--- config.mk ---
export PLATFORM = sky130hd
export DESIGN_NAME = status_annunciator
export DESIGN_NICKNAME = d
export VERILOG_FILES = /design/src/rtl/status_annunciator_pkg.sv /design/src/rtl/status_annunciator_prescaler.sv /design/src/rtl/status_annunciator.sv
export SDC_FILE = /design/constraint.sdc
export NUM_CORES = 1
export LEC_CHECK = 0
export CORE_AREA = 2 2 74 76
export DETAILED_ROUTE_END_ITERATION = 10
export DIE_AREA = 0 0 76 78
export HOLD_SLACK_MARGIN = 0.05
export PLACE_DENSITY = 0.7
export SLEW_MARGIN = 15
export SYNTH_ARGS = -nofsm -noshare
export SYNTH_HDL_FRONTEND = slang
export SYNTH_SLANG_ARGS = --single-unit
export TNS_END_PERCENT = 10
--- constraint.sdc ---
create_clock -name clk -period 3.04 [get_ports clk]
set_clock_uncertainty 0.1 [all_clocks]
set_input_delay 0.304 -clock clk [delete_from_list [all_inputs] [get_ports clk]]
set_output_delay 0.304 -clock clk [all_outputs]
set_load 0.005 [all_outputs]
--- src/rtl/status_annunciator_pkg.sv ---
// Status codes and burst-sequencer state encodings for the status annunciator.
// Shared by the annunciator top and its bench.
package status_pkg;

  localparam logic [2:0] ST_ERR  = 3'b000;
  localparam logic [2:0] ST_OFF  = 3'b001;
  localparam logic [2:0] ST_ON   = 3'b010;
  localparam logic [2:0] ST_OPEN = 3'b011;
  localparam logic [2:0] ST_NONE = 3'b111;

  typedef enum logic [1:0] {
    IDLE     = 2'd0,
    BEEP_ON  = 2'd1,
    BEEP_OFF = 2'd2
  } burst_state_e;

endpackage

--- src/rtl/status_annunciator_prescaler.sv ---
// Pulse prescaler: one-cycle tick every DIV enabled cycles, restartable via clr.
// tick is combinational from the count register; no backpressure.
module pulse_prescaler #(
  parameter int DIV = 50000
) (
  input  logic clk,
  input  logic rst,
  input  logic en,
  input  logic clr,
  output logic tick
);

  localparam int CW = $clog2(DIV + 1);

  logic [CW-1:0] cnt_q, cnt_d;
  logic          wrap;

  assign wrap = (cnt_q == CW'(DIV - 1));
  assign tick = en & ~clr & wrap;

  always_comb begin
    cnt_d = cnt_q;
    if (clr) begin
      cnt_d = '0;
    end else if (en) begin
      cnt_d = wrap ? '0 : cnt_q + 1'b1;
    end
  end

  always_ff @(posedge clk) begin
    if (rst) begin
      cnt_q <= '0;
    end else begin
      cnt_q <= cnt_d;
    end
  end

endmodule

--- src/rtl/status_annunciator.sv ---
// Status code to LED pattern and alarm buzzer bursts; all outputs registered,
// one clk from state to LEDs/beep_busy/buzzer; no backpressure (pure sink of state).
module status_annunciator
  import status_pkg::*;
#(
  parameter int TICK_DIV       = 50000,
  parameter int BLINK_TICKS    = 250,
  parameter int BEEP_ON_TICKS  = 100,
  parameter int BEEP_OFF_TICKS = 100,
  parameter int ERR_BEEPS      = 3,
  parameter int OPEN_BEEPS     = 1,
  parameter int TONE_DIV       = 12500
) (
  input  logic       clk,
  input  logic       rst,
  input  logic [2:0] state,
  output logic       led_err,
  output logic       led_off,
  output logic       led_on,
  output logic       led_open,
  output logic       buzzer,
  output logic       beep_busy
);

  localparam int TMAX = (BEEP_ON_TICKS > BEEP_OFF_TICKS) ? BEEP_ON_TICKS : BEEP_OFF_TICKS;
  localparam int TW   = $clog2(TMAX + 1);
  localparam int RMAX = (ERR_BEEPS > OPEN_BEEPS) ? ERR_BEEPS : ((OPEN_BEEPS > 0) ? OPEN_BEEPS : 1);
  localparam int RW   = $clog2(RMAX + 1);
  localparam int BW   = $clog2(BLINK_TICKS + 1);

  logic          base_tick, tone_tick;
  logic [BW-1:0] blink_cnt_q, blink_cnt_d;
  logic          blink_ph_q, blink_ph_d;
  logic [2:0]    prev_state_q;
  burst_state_e  fsm_q, fsm_d;
  logic [TW-1:0] timer_q, timer_d;
  logic [RW-1:0] rem_q, rem_d;
  logic          tone_q, tone_d;
  logic          chg, enter_on;
  logic          led_err_q, led_off_q, led_on_q, led_open_q, buzzer_q, busy_q;

  pulse_prescaler #(.DIV(TICK_DIV)) u_timebase (
    .clk (clk),
    .rst (rst),
    .en  (1'b1),
    .clr (1'b0),
    .tick(base_tick)
  );

  // Tone restarts on every beep so each beep opens with a full high half-period.
  pulse_prescaler #(.DIV(TONE_DIV)) u_tone (
    .clk (clk),
    .rst (rst),
    .en  (fsm_q == BEEP_ON),
    .clr (enter_on),
    .tick(tone_tick)
  );

  always_comb begin
    blink_cnt_d = blink_cnt_q;
    blink_ph_d  = blink_ph_q;
    if (base_tick) begin
      if (blink_cnt_q == BW'(BLINK_TICKS - 1)) begin
        blink_cnt_d = '0;
        blink_ph_d  = ~blink_ph_q;
      end else begin
        blink_cnt_d = blink_cnt_q + 1'b1;
      end
    end
  end

  assign chg = (state != prev_state_q);

  // A code change overrides any timer event, so a new alarm reloads mid-burst.
  always_comb begin
    fsm_d    = fsm_q;
    timer_d  = timer_q;
    rem_d    = rem_q;
    enter_on = 1'b0;
    if (chg) begin
      timer_d = '0;
      if (state == ST_ERR && ERR_BEEPS > 0) begin
        rem_d    = RW'(ERR_BEEPS);
        fsm_d    = BEEP_ON;
        enter_on = 1'b1;
      end else if (state == ST_OPEN && OPEN_BEEPS > 0) begin
        rem_d    = RW'(OPEN_BEEPS);
        fsm_d    = BEEP_ON;
        enter_on = 1'b1;
      end else begin
        rem_d = '0;
        fsm_d = IDLE;
      end
    end else if (base_tick) begin
      case (fsm_q)
        BEEP_ON: begin
          if (timer_q == TW'(BEEP_ON_TICKS - 1)) begin
            timer_d = '0;
            rem_d   = rem_q - 1'b1;
            fsm_d   = (rem_q == RW'(1)) ? IDLE : BEEP_OFF;
          end else begin
            timer_d = timer_q + 1'b1;
          end
        end
        BEEP_OFF: begin
          if (timer_q == TW'(BEEP_OFF_TICKS - 1)) begin
            timer_d  = '0;
            fsm_d    = BEEP_ON;
            enter_on = 1'b1;
          end else begin
            timer_d = timer_q + 1'b1;
          end
        end
        default: ;
      endcase
    end
  end

  always_comb begin
    tone_d = tone_q;
    if (enter_on) begin
      tone_d = 1'b0;
    end else if (tone_tick) begin
      tone_d = ~tone_q;
    end
  end

  always_ff @(posedge clk) begin
    if (rst) begin
      blink_cnt_q  <= '0;
      blink_ph_q   <= 1'b1;
      prev_state_q <= ST_NONE;
      fsm_q        <= IDLE;
      timer_q      <= '0;
      rem_q        <= '0;
      tone_q       <= 1'b0;
      led_err_q    <= 1'b0;
      led_off_q    <= 1'b0;
      led_on_q     <= 1'b0;
      led_open_q   <= 1'b0;
      buzzer_q     <= 1'b0;
      busy_q       <= 1'b0;
    end else begin
      blink_cnt_q  <= blink_cnt_d;
      blink_ph_q   <= blink_ph_d;
      prev_state_q <= state;
      fsm_q        <= fsm_d;
      timer_q      <= timer_d;
      rem_q        <= rem_d;
      tone_q       <= tone_d;
      led_err_q    <= (state == ST_ERR) & blink_ph_q;
      led_off_q    <= (state == ST_OFF);
      led_on_q     <= (state == ST_ON);
      led_open_q   <= (state == ST_OPEN) & blink_ph_q;
      buzzer_q     <= (fsm_d == BEEP_ON) & ~tone_d;
      busy_q       <= (fsm_d != IDLE);
    end
  end

  assign led_err   = led_err_q;
  assign led_off   = led_off_q;
  assign led_on    = led_on_q;
  assign led_open  = led_open_q;
  assign buzzer    = buzzer_q;
  assign beep_busy = busy_q;

endmodule
==> After elaboration in Yosys (flattened, before gate mapping) <==
Index checks and enable logic that the tools add are counted.
Widths: inputs -> output; s select.
{ "op_classes": {"n_mux": 24, "n_lt_le_gt_ge": 0, "add_sub_neg": 5, "n_bitwise": 9, "multipliers": 0, "n_shift": 0, "div": 0, "eq_ne": 12, "reduce_logical": 12} }
{ "op_table": {"columns": ["operator", "count"], "rows": [
  ["$mux 2", 10],
  ["$add 16x1->16 const B", 1],
  ["$eq 16x16->1 const B", 1],
  ["$add 14x1->14 const B", 1],
  ["$eq 14x14->1 const B", 1],
  ["$mux 14", 1],
  ["$mux 1", 10],
  ["$add 8x1->8 const B", 1],
  ["$eq 8x8->1 const B", 1],
  ["$mux 8", 1],
  ["$reduce_bool 2->1", 4],
  ["$reduce_or 2->1", 4],
  ["$add 7x1->7 const B", 1],
  ["$eq 7x7->1 const B", 1],
  ["$mux 7", 1],
  ["$eq 2x1->1 const B", 3],
  ["$eq 3x2->1 const B", 2],
  ["$and 1x1->1", 5],
  ["$not 1->1", 4],
  ["$pmux 2 s2", 1],
  ["$reduce_and 2->1", 2],
  ["$eq 3x1->1 const B", 1],
  ["$logic_not 3->1", 1],
  ["$ne 3x3->1", 1],
  ["other kinds (3)", 3]
]} }
{ "totals": {"latch_bits": 0, "regBits": 60, "memories": 0, "word_cells": 77, "in_bits": 5, "out_inout_bits": 6, "ram_bits": 0, "mem_bits_ro": 0} }

==> Longest topological paths before layout <==
Gate-level depths: netlist of run 1.
{ "logic_depth": {"ltp_word": 12, "depth_mapped": 8, "depth_no_buf": 7} }

==> By module <==
Synthesis of run 1 repeated with hierarchy kept, for this count alone.
{ "hier_totals": {"hier_cells": 317, "area_unflattened_um2": 2907.8} }
{ "by_module_without_submodules": {"columns": ["module", "seq_area_each_um2", "cells_each", "area_per_inst_um2", "instances"], "rows": [
  ["status_annunciator", 600.6, 153, 1366.3, 1],
  ["pulse_prescaler (u_timebase)", 320.3, 84, 850.8, 1],
  ["pulse_prescaler (u_tone)", 280.3, 80, 690.7, 1]
]} }

==> Worst setup path after synthesis of run 1 <==
OpenSTA, ideal clock, no wires.
{ "synth_timing": {"path_type": "reg2reg", "startpoint": "register fsm_q[1]", "endpoint": "register u_tone.cnt_q[4]", "synth_period_minus_slack_ps": 1962, "setup_time_ps": 115, "required_time_ps": 2825, "stages_incl_launch_ff": 9, "path_slack_ps": 1078, "arrival_ps": 1747, "path_buffers": 2, "path_cell_list": "dfxtp_1 > inv_1 > ha_1 > clkbuf_1 > nand2_1 > or4_1 > nand4_1 > buf_4 > nor2_1"} }
{ "synth_via": {"elab_chain_len": 5, "elab_cells_between_ends": 6, "classes_between": "2 x eq/ne; 3 x mux; 1 x reduce/logical"} }
{ "synth_lines": {"columns": ["element", "line", "text"], "rows": [
  ["start: declaration", "status_annunciator.sv:35", "burst_state_e fsm_q, fsm_d;"],
  ["start signal: assignment", "status_annunciator.sv:147", "fsm_q <= fsm_d;"],
  ["$eq 2x2->1", "status_annunciator.sv:95", "case (fsm_q)"],
  ["$mux 1", "status_annunciator.sv:95", null],
  ["$mux 1", "status_annunciator.sv:94", "end else if (base_tick) begin"],
  ["$mux 1", "status_annunciator.sv:80", "if (chg) begin"],
  ["$reduce_or 2->1 (no line)", null, null],
  ["end signal: assignment", "status_annunciator_prescaler.sv:34", "cnt_q <= cnt_d;"],
  ["end: declaration", "status_annunciator_prescaler.sv:15", "logic [CW-1:0] cnt_q, cnt_d;"]
]} }
Parallel ways exist; a longest one is shown, timed or not.
A chain may end at the register's enable or synchronous reset.

==> Worst setup path in the final report of run 1 <==
{ "layout_timing": {"startpoint": "register u_timebase.cnt_q[0]", "endpoint": "register blink_cnt_q[7]"} }
{ "layout_via": {"elab_chain_len": 1} }
{ "layout_lines": {"columns": ["element", "line", "text"], "rows": [
  ["start: declaration", "status_annunciator_prescaler.sv:15", null],
  ["start signal: assignment", "status_annunciator_prescaler.sv:34", null],
  ["$eq 16x16->1", "status_annunciator_prescaler.sv:18", "assign wrap = (cnt_q == CW'(DIV - 1));"],
  ["end signal: assignment", "status_annunciator.sv:144", "blink_cnt_q <= blink_cnt_d;"],
  ["end: declaration", "status_annunciator.sv:32", "logic [BW-1:0] blink_cnt_q, blink_cnt_d;"]
]} }
No other way between the ends.

==> results of run 1 <==
## power by group through the flow
stage	Clock [mW]	Combinational, mW	Sequential, mW
after floorplan	0	0.0413	0.822
after global placement	0	0.0630	0.822
after detailed placement	0	0.0635	0.823
after CTS	0.861	0.0638	0.805
after global routing	0.896	0.0719	0.806
final	0.843	0.0630	0.806
## sequential cells by signal, indices dropped and copies added, names as in the netlist, 2 cells and up
signal / flops
prev_state_q: 3
blink_cnt_q: 8
fsm_q: 2
rem_q: 2
u_tone.cnt_q: 14
u_timebase.cnt_q: 16
timer_q: 7
## worst register-to-register path, delay by kind of cell (launching register included)
family | cells | cell delay (ps)
simple gates | 4 | 1200
flops | 1 | 370
compound gates | 1 | 130
fa+ha+maj | 1 | 220
buf+inv | 1 | 210
## cell families (layout without fill, tap and decap cells)
group	count (synthesis)	in the layout	synth area share
DFF	60	60	0.434
and+or+nand+nor	152	152	0.305
AOI/OAI and AO/OA	21	21	0.0557
buffers and inverters	17	40	0.0262
adders and majority gates	8	8	0.0362
muxes	1	1	0.00362
xor gates and xnor gates	44	44	0.139
## Yosys cell counts (all sizes together), types with 3 or more instances
master	number
dfxtp	60
nor2	49
nand2	27
xnor2	22
xor2	22
nand4	15
nand3	14
inv	13
ha	8
a21oi	7
nor4b	7
and3	6
nor3	6
or2	5
and4	4
o21ai	4
buf	3
nor2b	3
nor4	3
## routing by layer
metal  wire, µm  share of wire  global-route usage  vias to the layer above
met5          0              0                   0                        -
met4         91          0.019               0.105                        0
met3        157          0.032              0.0628                        8
met2       2340           0.48               0.312                       29
met1       2250           0.46               0.210                      962
li1           -              -                   -                     1070
## worst paths after layout
path / start / endpoint / slack (ps) / cells after the start
worst max-delay path: u_timebase.cnt_q[0] / blink_cnt_q[7] / 740 / 7
worst min-delay path: u_timebase.cnt_q[0] / u_timebase.cnt_q[0] / 360 / 1
worst max register to register: u_timebase.cnt_q[0] / blink_cnt_q[7] / 740 / 7
worst min register to register: u_timebase.cnt_q[0] / u_timebase.cnt_q[0] / 360 / 1
## through the flow
stage | setup WS [ps] | total power, mW
after floorplan | 1080 | 0.863
after global placement | 676 | 0.885
after detailed placement | 604 | 0.887
after CTS | 732 | 1.73
after global routing | 503 | 1.77
final | 738 | 1.71
## final cells by class
class,count,area share
clock buffer,11,0.0415
clock inverter,5,0.0316
inverter,13,0.0154
multi-input combinational,226,0.471
sequential,60,0.379
tap,70,0.0276
timing repair buffer,11,0.0340
==> flow_metrics.env, run 1 <==
export IMPL_fmax_mhz=434
export IMPL_crit_family="simple AND/OR/NAND/NOR gates"
export IMPL_vias=2069
export IMPL_drt_vias_per_instance=5.22
export IMPL_maxCapViolCount=0
export IMPL_rsz0062_at_grt="no"
export IMPL_crit_slowest_cell="and4_1"
export IMPL_clock_sinks=60
export IMPL_worstPathCellList="ha_1 > and3_1 > and4_1 > buf_4 > nand4_2 > or3_1 > a21oi_1"
export IMPL_synth_largest_area_cell="dfxtp_1"
export IMPL_ys_top_cells_by_area="dfxtp_1 (43%), xnor2_1 (7.0%), xor2_1 (7.0%)"
export IMPL_clkLatencyLatePin_ps=340
export IMPL_gp_congestion=0.790
export IMPL_numCtsBuffers=9
export IMPL_io_pins=11
export IMPL_drtAntennaViolNets=0
export IMPL_fin_crit_ps=2300
export IMPL_hpwl_um=3420
export IMPL_clk_path_buf_depth=2
export IMPL_fillers=428
export IMPL_p_leak_nw=1.13
export IMPL_grt_pass1_wl_um=8630
export IMPL_final_cell_mix="dfxtp_1 (60), nor2_1 (49), nand2_1 (27)"
export IMPL_hold_class="reg -> reg"
export IMPL_syn_avg_cell_area_um2=9.13
export IMPL_drt_wl_total_um=4840
export IMPL_yosysSeqAreaShare=0.434
export IMPL_drt_first_pass_iters=4
export IMPL_synth_fp_nets=316
export IMPL_holdBufCountCts=0
export IMPL_final_area_um2=3170
export IMPL_cts_tree="built"
export IMPL_final_cells=396
export IMPL_die_area_um2=5930
export IMPL_ys_async_sr_fraction=0
export IMPL_post_drt_wl_per_cell_um=12.2
export IMPL_path_class="reg -> reg"
export IMPL_status="finished, final reports clean"
export IMPL_powerDensity_nw_per_um2=540
export IMPL_p_switching_mw=0.345
export IMPL_antenna_cells=0
export IMPL_synth_area_um2=2770
export IMPL_period_share=0.757
export IMPL_hold_viol=0
export IMPL_chipHeight_um=78
export IMPL_track_usage=0.187
export IMPL_synth_enable_flop_cells=0
export IMPL_layout_commonest_cell="dfxtp_1"
export IMPL_ys_types=47
export IMPL_final_core_util=0.628
export IMPL_clkPwrFrac=0.492
export IMPL_cp_max_fo=8
export IMPL_cts_setup_buffers=0
export IMPL_finalSetupViolCount=0
export IMPL_grt_antenna_before_repair=0
export IMPL_seqCellArea_um2=1200
export IMPL_die_x_um=76
export IMPL_drc=0
export IMPL_holdWs_ps=361
export IMPL_multi_input_area_um2=1490
export IMPL_peakVddDrop_v=0.000460
export IMPL_finalSetupTns_ps=0
export IMPL_worstPathRequired_ps=3210
export IMPL_final_net_count=334
export IMPL_ys_warn_count=0
export IMPL_arrival_ps=2470
export IMPL_initial_core_util=0.548
export IMPL_cts_resized=0
export IMPL_yosys_area_top_type_share=0.434
export IMPL_yosys_register_bits=60
export IMPL_maxSlewHeadroom=0.554
export IMPL_cts_root_buf="clkbuf_8"
export IMPL_grt_max_degree=16
export IMPL_dp_cells=380
export IMPL_drive_above_1_share=0.0951
export IMPL_row_count=26
export IMPL_synth_cells=303
export IMPL_yosys_most_used_dff="dfxtp_1"
export IMPL_drv_slew=0
export IMPL_comb_power_share=0.037
export IMPL_worst_slew_pin_transition_ps=663
export IMPL_critPathLaunchType="flop"
export IMPL_seqPwrFrac=0.471
export IMPL_place_area_um2=2940
export IMPL_max_stage_delay_ps=400
export IMPL_drtIter0Drc=77
export IMPL_grt_ovfl_total=0
export IMPL_clk_pin_slew_ps=70
export IMPL_switching_share=0.202
export IMPL_core_area_um2=5040
export IMPL_cp_buffers_inverters=1
export IMPL_grt_pass1_vias=2001
export IMPL_p_int_mw=1.37
export IMPL_port_buffers=10
export IMPL_end_kind="flop"
export IMPL_htree_levels=3
export IMPL_synthToLayoutAreaGrowth_pct=14.6
Note: power is estimated with default switching activity, not from simulation.
==> run 2, diff against run 1 <==
CORE_AREA = 2 2 75 77   (was 2 2 74 76)
DIE_AREA = 0 0 77 79   (was 0 0 76 78)
PLACE_DENSITY = 0.71   (was 0.7)
clock period = 1.9 ns   (was 3.04 ns; I/O delays follow)
==> flow_metrics.env, run 2 (synthesis gave the netlist of run 1 again) <==
export IMPL_drt_vias_per_instance=5.15
export IMPL_vias=2275
export IMPL_place_area_um2=3230
export IMPL_track_usage=0.192
export IMPL_arrival_ps=2030
export IMPL_die_area_um2=6080
export IMPL_rsz0062_at_grt="yes"
export IMPL_core_area_um2=5340
export IMPL_grt_antenna_before_repair=0
export IMPL_seqCellArea_um2=1210
export IMPL_powerDensity_nw_per_um2=654
export IMPL_die_x_um=77
export IMPL_io_pins=11
export IMPL_grt_pass1_vias=2221
export IMPL_p_leak_nw=1.38
export IMPL_post_drt_wl_per_cell_um=13.0
export IMPL_largest_register_ffs=16
export IMPL_drt_wl_total_um=5740
export IMPL_fillers=439
export IMPL_grt_ovfl_total=0
export IMPL_gp_congestion=0.832
export IMPL_drc=0
export IMPL_fin_crit_ps=1910
export IMPL_period_share=1.00
export IMPL_final_area_um2=3600
export IMPL_cts_root_buf="clkbuf_8"
export IMPL_end_kind="flop"
export IMPL_worst_slack_ps=-7.61
export IMPL_chipHeight_um=79
export IMPL_worst_slew_pin_transition_ps=346
export IMPL_initial_core_util=0.518
export IMPL_layout_commonest_cell="dfxtp_1"
export IMPL_grt_max_degree=16
export IMPL_final_cell_mix="dfxtp_1 (53), nor2_1 (49), buf_4 (41)"
export IMPL_holdWs_ps=385
export IMPL_holdBufCountCts=0
export IMPL_path_class="reg -> reg"
export IMPL_maxSlewHeadroom=0.767
export IMPL_hold_viol=0
export IMPL_synthToLayoutAreaGrowth_pct=30.2
export IMPL_port_buffers=10
export IMPL_maxCapViolCount=0
export IMPL_critPathLaunchType="flop"
export IMPL_cp_max_fo=6
export IMPL_drv_slew=0
export IMPL_status="finished with violations"
export IMPL_drive_above_1_share=0.246
export IMPL_final_net_count=379
export IMPL_peakVddDrop_v=0.000514
export IMPL_hold_class="reg -> reg"
export IMPL_drtAntennaViolNets=0
export IMPL_worstPathRequired_ps=2020
export IMPL_drtIter0Drc=81
export IMPL_antenna_cells=0
export IMPL_grt_pass1_wl_um=9160
export IMPL_clkLatencyLatePin_ps=330
export IMPL_clk_pin_slew_ps=60
export IMPL_pre_cts_slack_ps=-24.4
export IMPL_numCtsBuffers=9
export IMPL_finalSetupViolCount=4
export IMPL_clk_path_buf_depth=2
export IMPL_clock_sinks=60
export IMPL_regMostFlops="u_timebase.cnt_q"
export IMPL_row_count=27
export IMPL_violations="negative setup slack"
export IMPL_multi_input_area_um2=1600
export IMPL_hpwl_um=3870
export IMPL_cts_tree="built"
export IMPL_drt_first_pass_iters=4
export IMPL_fmax_mhz=524
export IMPL_htree_levels=3
export IMPL_top_regs="u_timebase.cnt_q x16, u_tone.cnt_q x14, blink_cnt_q x8"
==> run 2: changes by cell type in the layout (fill, tap and decap cells not counted), moves of 2 or more <==
cell and change:
nor4b_2 -3, buf_4 +40, bufinv_16 -3, nand4_4 +2, nor4b_4 +4, buf_6 +2
and2_1 -2, dfxtp_1 -7, and4_1 -2, and2_4 +2, dfxtp_2 +6, buf_12 +2
nand4_2 -2
==> run 2: critical path, stage by stage, from the launching register on <==
cell and delay (ps):
dfxtp_1 320, nor4b_2 290, nand4b_1 160, or4_4 460
nand4_1 220, clkbuf_16 200, nor2_1 40
==> run 2: layer usage <==
| metal | track usage | vias to the layer above | wire length (µm) | share of wire |
|---|---|---|---|---|
| met5 | 0 | - | 0 | 0 |
| met4 | 0.121 | 0 | 123 | 0.021 |
| met3 | 0.0386 | 11 | 120 | 0.021 |
| met2 | 0.331 | 28 | 2960 | 0.52 |
| met1 | 0.219 | 1065 | 2540 | 0.44 |
| li1 | - | 1171 | - | - |
==> run 2: area by class of cell <==
class                           count  share of cell area
Multi-Input combinational cell    226               0.445
Sequential cell                    60               0.337
Timing Repair Buffer               56               0.138
Clock buffer                       12              0.0375
Tap cell                           72              0.0250
Inverter                           13              0.0136
Clock inverter                      3             0.00417
==> run 2: power breakdown <==
group | internal, mW | switching, mW | total, mW
combinational | 0.0762 | 0.0712 | 0.147
clock | 0.460 | 0.458 | 0.917
sequential | 1.28 | 0.0126 | 1.29
total | 1.81 | 0.541 | 2.35
==> run 2: worst paths after layout <==
path,start,to,slack [ps],cells after the start
worst max-delay path,u_tone.cnt_q[5],u_tone.cnt_q[9],-8,6
worst min-delay path,blink_ph_q,led_err,390,2
worst max register to register,u_tone.cnt_q[5],u_tone.cnt_q[9],-8,6
worst min register to register,blink_ph_q,led_err,390,2
==> run 2: timing repair <==
| action | in CTS | in global routing |
|---|---|---|
| buffers inserted | 0 | 9 |
| cloned | 0 | 1 |
| endpoints found under the setup margin | 18 | 31 |
| pin swaps | 0 | 14 |
| gates resized for setup | 3 | 25 |
==> run 2: stage by stage <==
stage	setup TNS (ps)	cells	power, mW	util
2_1_floorplan	0	303	1.38	-
3_3_place_gp	-8.32	417	1.45	0.605
3_5_place_dp	-106	417	1.45	0.605
4_1_cts	0	432	2.36	0.635
5_1_grt	-644	442	2.45	0.674
6_report	-16.3	442	2.35	0.674
==> run 3, diff against run 2 <==
ABC_AREA = 1   (was not set)
CORE_AREA = 2 2 78 80   (was 2 2 75 77)
DIE_AREA = 0 0 80 82   (was 0 0 77 79)
PLACE_DENSITY = 0.73   (was 0.71)
==> flow_metrics.env, run 3 <==
export IMPL_status="finished, final reports clean"
export IMPL_worstHoldEndpoint="u_timebase.cnt_q[0]"
export IMPL_synth_most_common_cell="nand2_1"
export IMPL_p_leak_nw=1.40
export IMPL_critPathLaunchType="flop"
export IMPL_timing_rr_end="buzzer"
export IMPL_ys_warn_count=0
export IMPL_place_area_um2=3330
export IMPL_grt_pass1_wl_um=10400
export IMPL_final_cell_mix="nand2_1 (97), nor2_1 (66), dfxtp_1 (60)"
export IMPL_ys_async_sr_fraction=0
export IMPL_clkLatencyLatePin_ps=340
export IMPL_rsz0062_at_grt="no"
export IMPL_syn_avg_cell_area_um2=7.10
export IMPL_ys_top_cells_by_area="dfxtp_1 (39%), nand2_1 (12%), nor2_1 (8.1%)"
export IMPL_synthToLayoutAreaGrowth_pct=15.0
export IMPL_drt_vias_per_instance=4.92
export IMPL_core_area_um2=5750
export IMPL_clk_pin_slew_ps=70
export IMPL_drt_first_pass_iters=4
export IMPL_holdBufCountCts=0
export IMPL_initial_core_util=0.535
export IMPL_worst_slack_ps=166
export IMPL_holdWs_ps=344
export IMPL_cpMostUsedCell="nand2_1"
export IMPL_chipHeight_um=82
export IMPL_clock_sinks=60
export IMPL_worst_slew_pin_transition_ps=317
export IMPL_synth_fp_nets=446
export IMPL_grt_antenna_before_repair=0
export IMPL_post_drt_wl_per_cell_um=11.0
export IMPL_track_usage=0.205
export IMPL_io_pins=11
export IMPL_largest_register_ffs=16
export IMPL_vias=2668
export IMPL_finalSetupViolCount=0
export IMPL_fin_crit_ps=1730
export IMPL_end_kind="flop"
export IMPL_drc=0
export IMPL_grt_max_degree=12
export IMPL_fmax_mhz=577
export IMPL_min_from="u_timebase.cnt_q[0]"
export IMPL_drtAntennaViolNets=0
export IMPL_max_stage_delay_ps=380
export IMPL_ys_types=37
export IMPL_row_count=28
export IMPL_grt_pass1_vias=2506
export IMPL_yosys_register_bits=60
export IMPL_cts_tree="built"
export IMPL_cts_root_buf="clkbuf_8"
export IMPL_drtIter0Drc=157
export IMPL_die_area_um2=6560
export IMPL_finalPower_mw=2.61
export IMPL_drv_slew=0
export IMPL_clk_path_buf_depth=2
export IMPL_reg2reg_slack_ps=170
export IMPL_maxCapViolCount=0
export IMPL_regMostFlops="u_timebase.cnt_q"
export IMPL_top_regs="u_timebase.cnt_q x16, u_tone.cnt_q x14, blink_cnt_q x8"
export IMPL_die_x_um=80
export IMPL_powerDensity_nw_per_um2=737
export IMPL_antenna_cells=0
export IMPL_gp_congestion=0.867
export IMPL_crit_slowest_cell="dfxtp_1"
export IMPL_peakVddDrop_v=0.000465
export IMPL_final_core_util=0.616
export IMPL_cp_max_fo=7
export IMPL_worstRegToRegCells=10
export IMPL_period_share=0.913
export IMPL_numCtsBuffers=9
export IMPL_final_cells=542
export IMPL_ys_top_cells_by_count="nand2_1 (97), nor2_1 (66), dfxtp_1 (60), inv_1 (48), nand3_1 (23)"
export IMPL_yosysSeqAreaShare=0.391
export IMPL_layout_commonest_cell="nand2_1"
export IMPL_arrival_ps=1870
export IMPL_crit_family="simple AND/OR/NAND/NOR gates"
export IMPL_yosys_area_top_type_share=0.391
export IMPL_maxSlewHeadroom=0.787
export IMPL_final_net_count=475
export IMPL_worstPathCellList="ha_1 > nand2_1 > inv_1 > nand3_1 > inv_1 > nand4_1 > nand2_1 > nand2_1 > nand2_1 > nor2_1"
export IMPL_port_buffers=10
export IMPL_drive_above_1_share=0.135
export IMPL_grt_ovfl_total=0
export IMPL_drt_wl_total_um=5970
export IMPL_finalSetupTns_ps=0
export IMPL_synth_area_um2=3080
export IMPL_dp_cells=526
export IMPL_synth_largest_area_cell="dfxtp_1"
export IMPL_cp_buffers_inverters=2
export IMPL_regToRegStartpoint="timer_q[0]"
export IMPL_htree_levels=3
export IMPL_path_class="reg -> reg"
export IMPL_synth_enable_flop_cells=0
export IMPL_hpwl_um=4540
export IMPL_worstPathRequired_ps=2040
export IMPL_final_area_um2=3540
export IMPL_pre_cts_slack_ps=48.9
export IMPL_hold_depth=1
export IMPL_synth_cells=433
export IMPL_hold_viol=0
export IMPL_hold_class="reg -> reg"
export IMPL_yosys_most_used_dff="dfxtp_1"
[run 3: cell count changes after synthesis, sizes merged, moves of 4 or more]
cell,change
inv,+44
xnor2,-17
xor2,-11
nand3,+13
nor3,+15
and4,-4
o21ai,+8
nor2,+29
a21oi,+15
nand2,+74
and3,-5
nor4b,-7
[run 3: cell families (layout without fill, tap and decap cells)]
group / Yosys count / in the layout / share of synthesized area
fa+ha+maj: 8 / 8 / 0.0325
xor+xnor: 16 / 16 / 0.0456
buf+inv: 60 / 94 / 0.0769
flops: 60 / 60 / 0.391
simple gates: 248 / 248 / 0.381
compound gates: 41 / 41 / 0.0732
[run 3: timing repair]
item                       CTS  global route
buffers inserted             0             0
setup endpoints to repair    0             3
gates resized for setup      0             2
[run 3: routing by layer]
metal	vias up	global-route usage	part of all wire
met4	0	0.105	0.025
met5	-	0	0
met2	32	0.334	0.45
li1	1444	-	-
met1	1181	0.247	0.49
met3	11	0.0593	0.030
[run 3: worst max path at each step]
stage	startpoint	endpoint	slack, ps	cells after the start
global route	timer_q[0]	u_tone.cnt_q[5]	1	10
global placement	state[1]	u_tone.cnt_q[1]	80	10
floorplan	fsm_q[1]	u_tone.cnt_q[11]	300	9
detailed placement	state[1]	u_tone.cnt_q[1]	50	10
finish	timer_q[0]	buzzer	170	10
CTS	timer_q[0]	rem_q[1]	150	8
[run 3: area by class of cell]
class	instances	area [µm²]
fill	525	2210
multi-input combinational	313	1640
sequential	60	1200
inverter	57	216
timing repair buffer	21	183
clock buffer	12	155
tap	75	93.8
clock inverter	4	47.5
[run 3: where the power goes]
part	internal, mW	switching (mW)
combinational	0.0602	0.0853
clock	0.673	0.497
sequential	1.28	0.0123
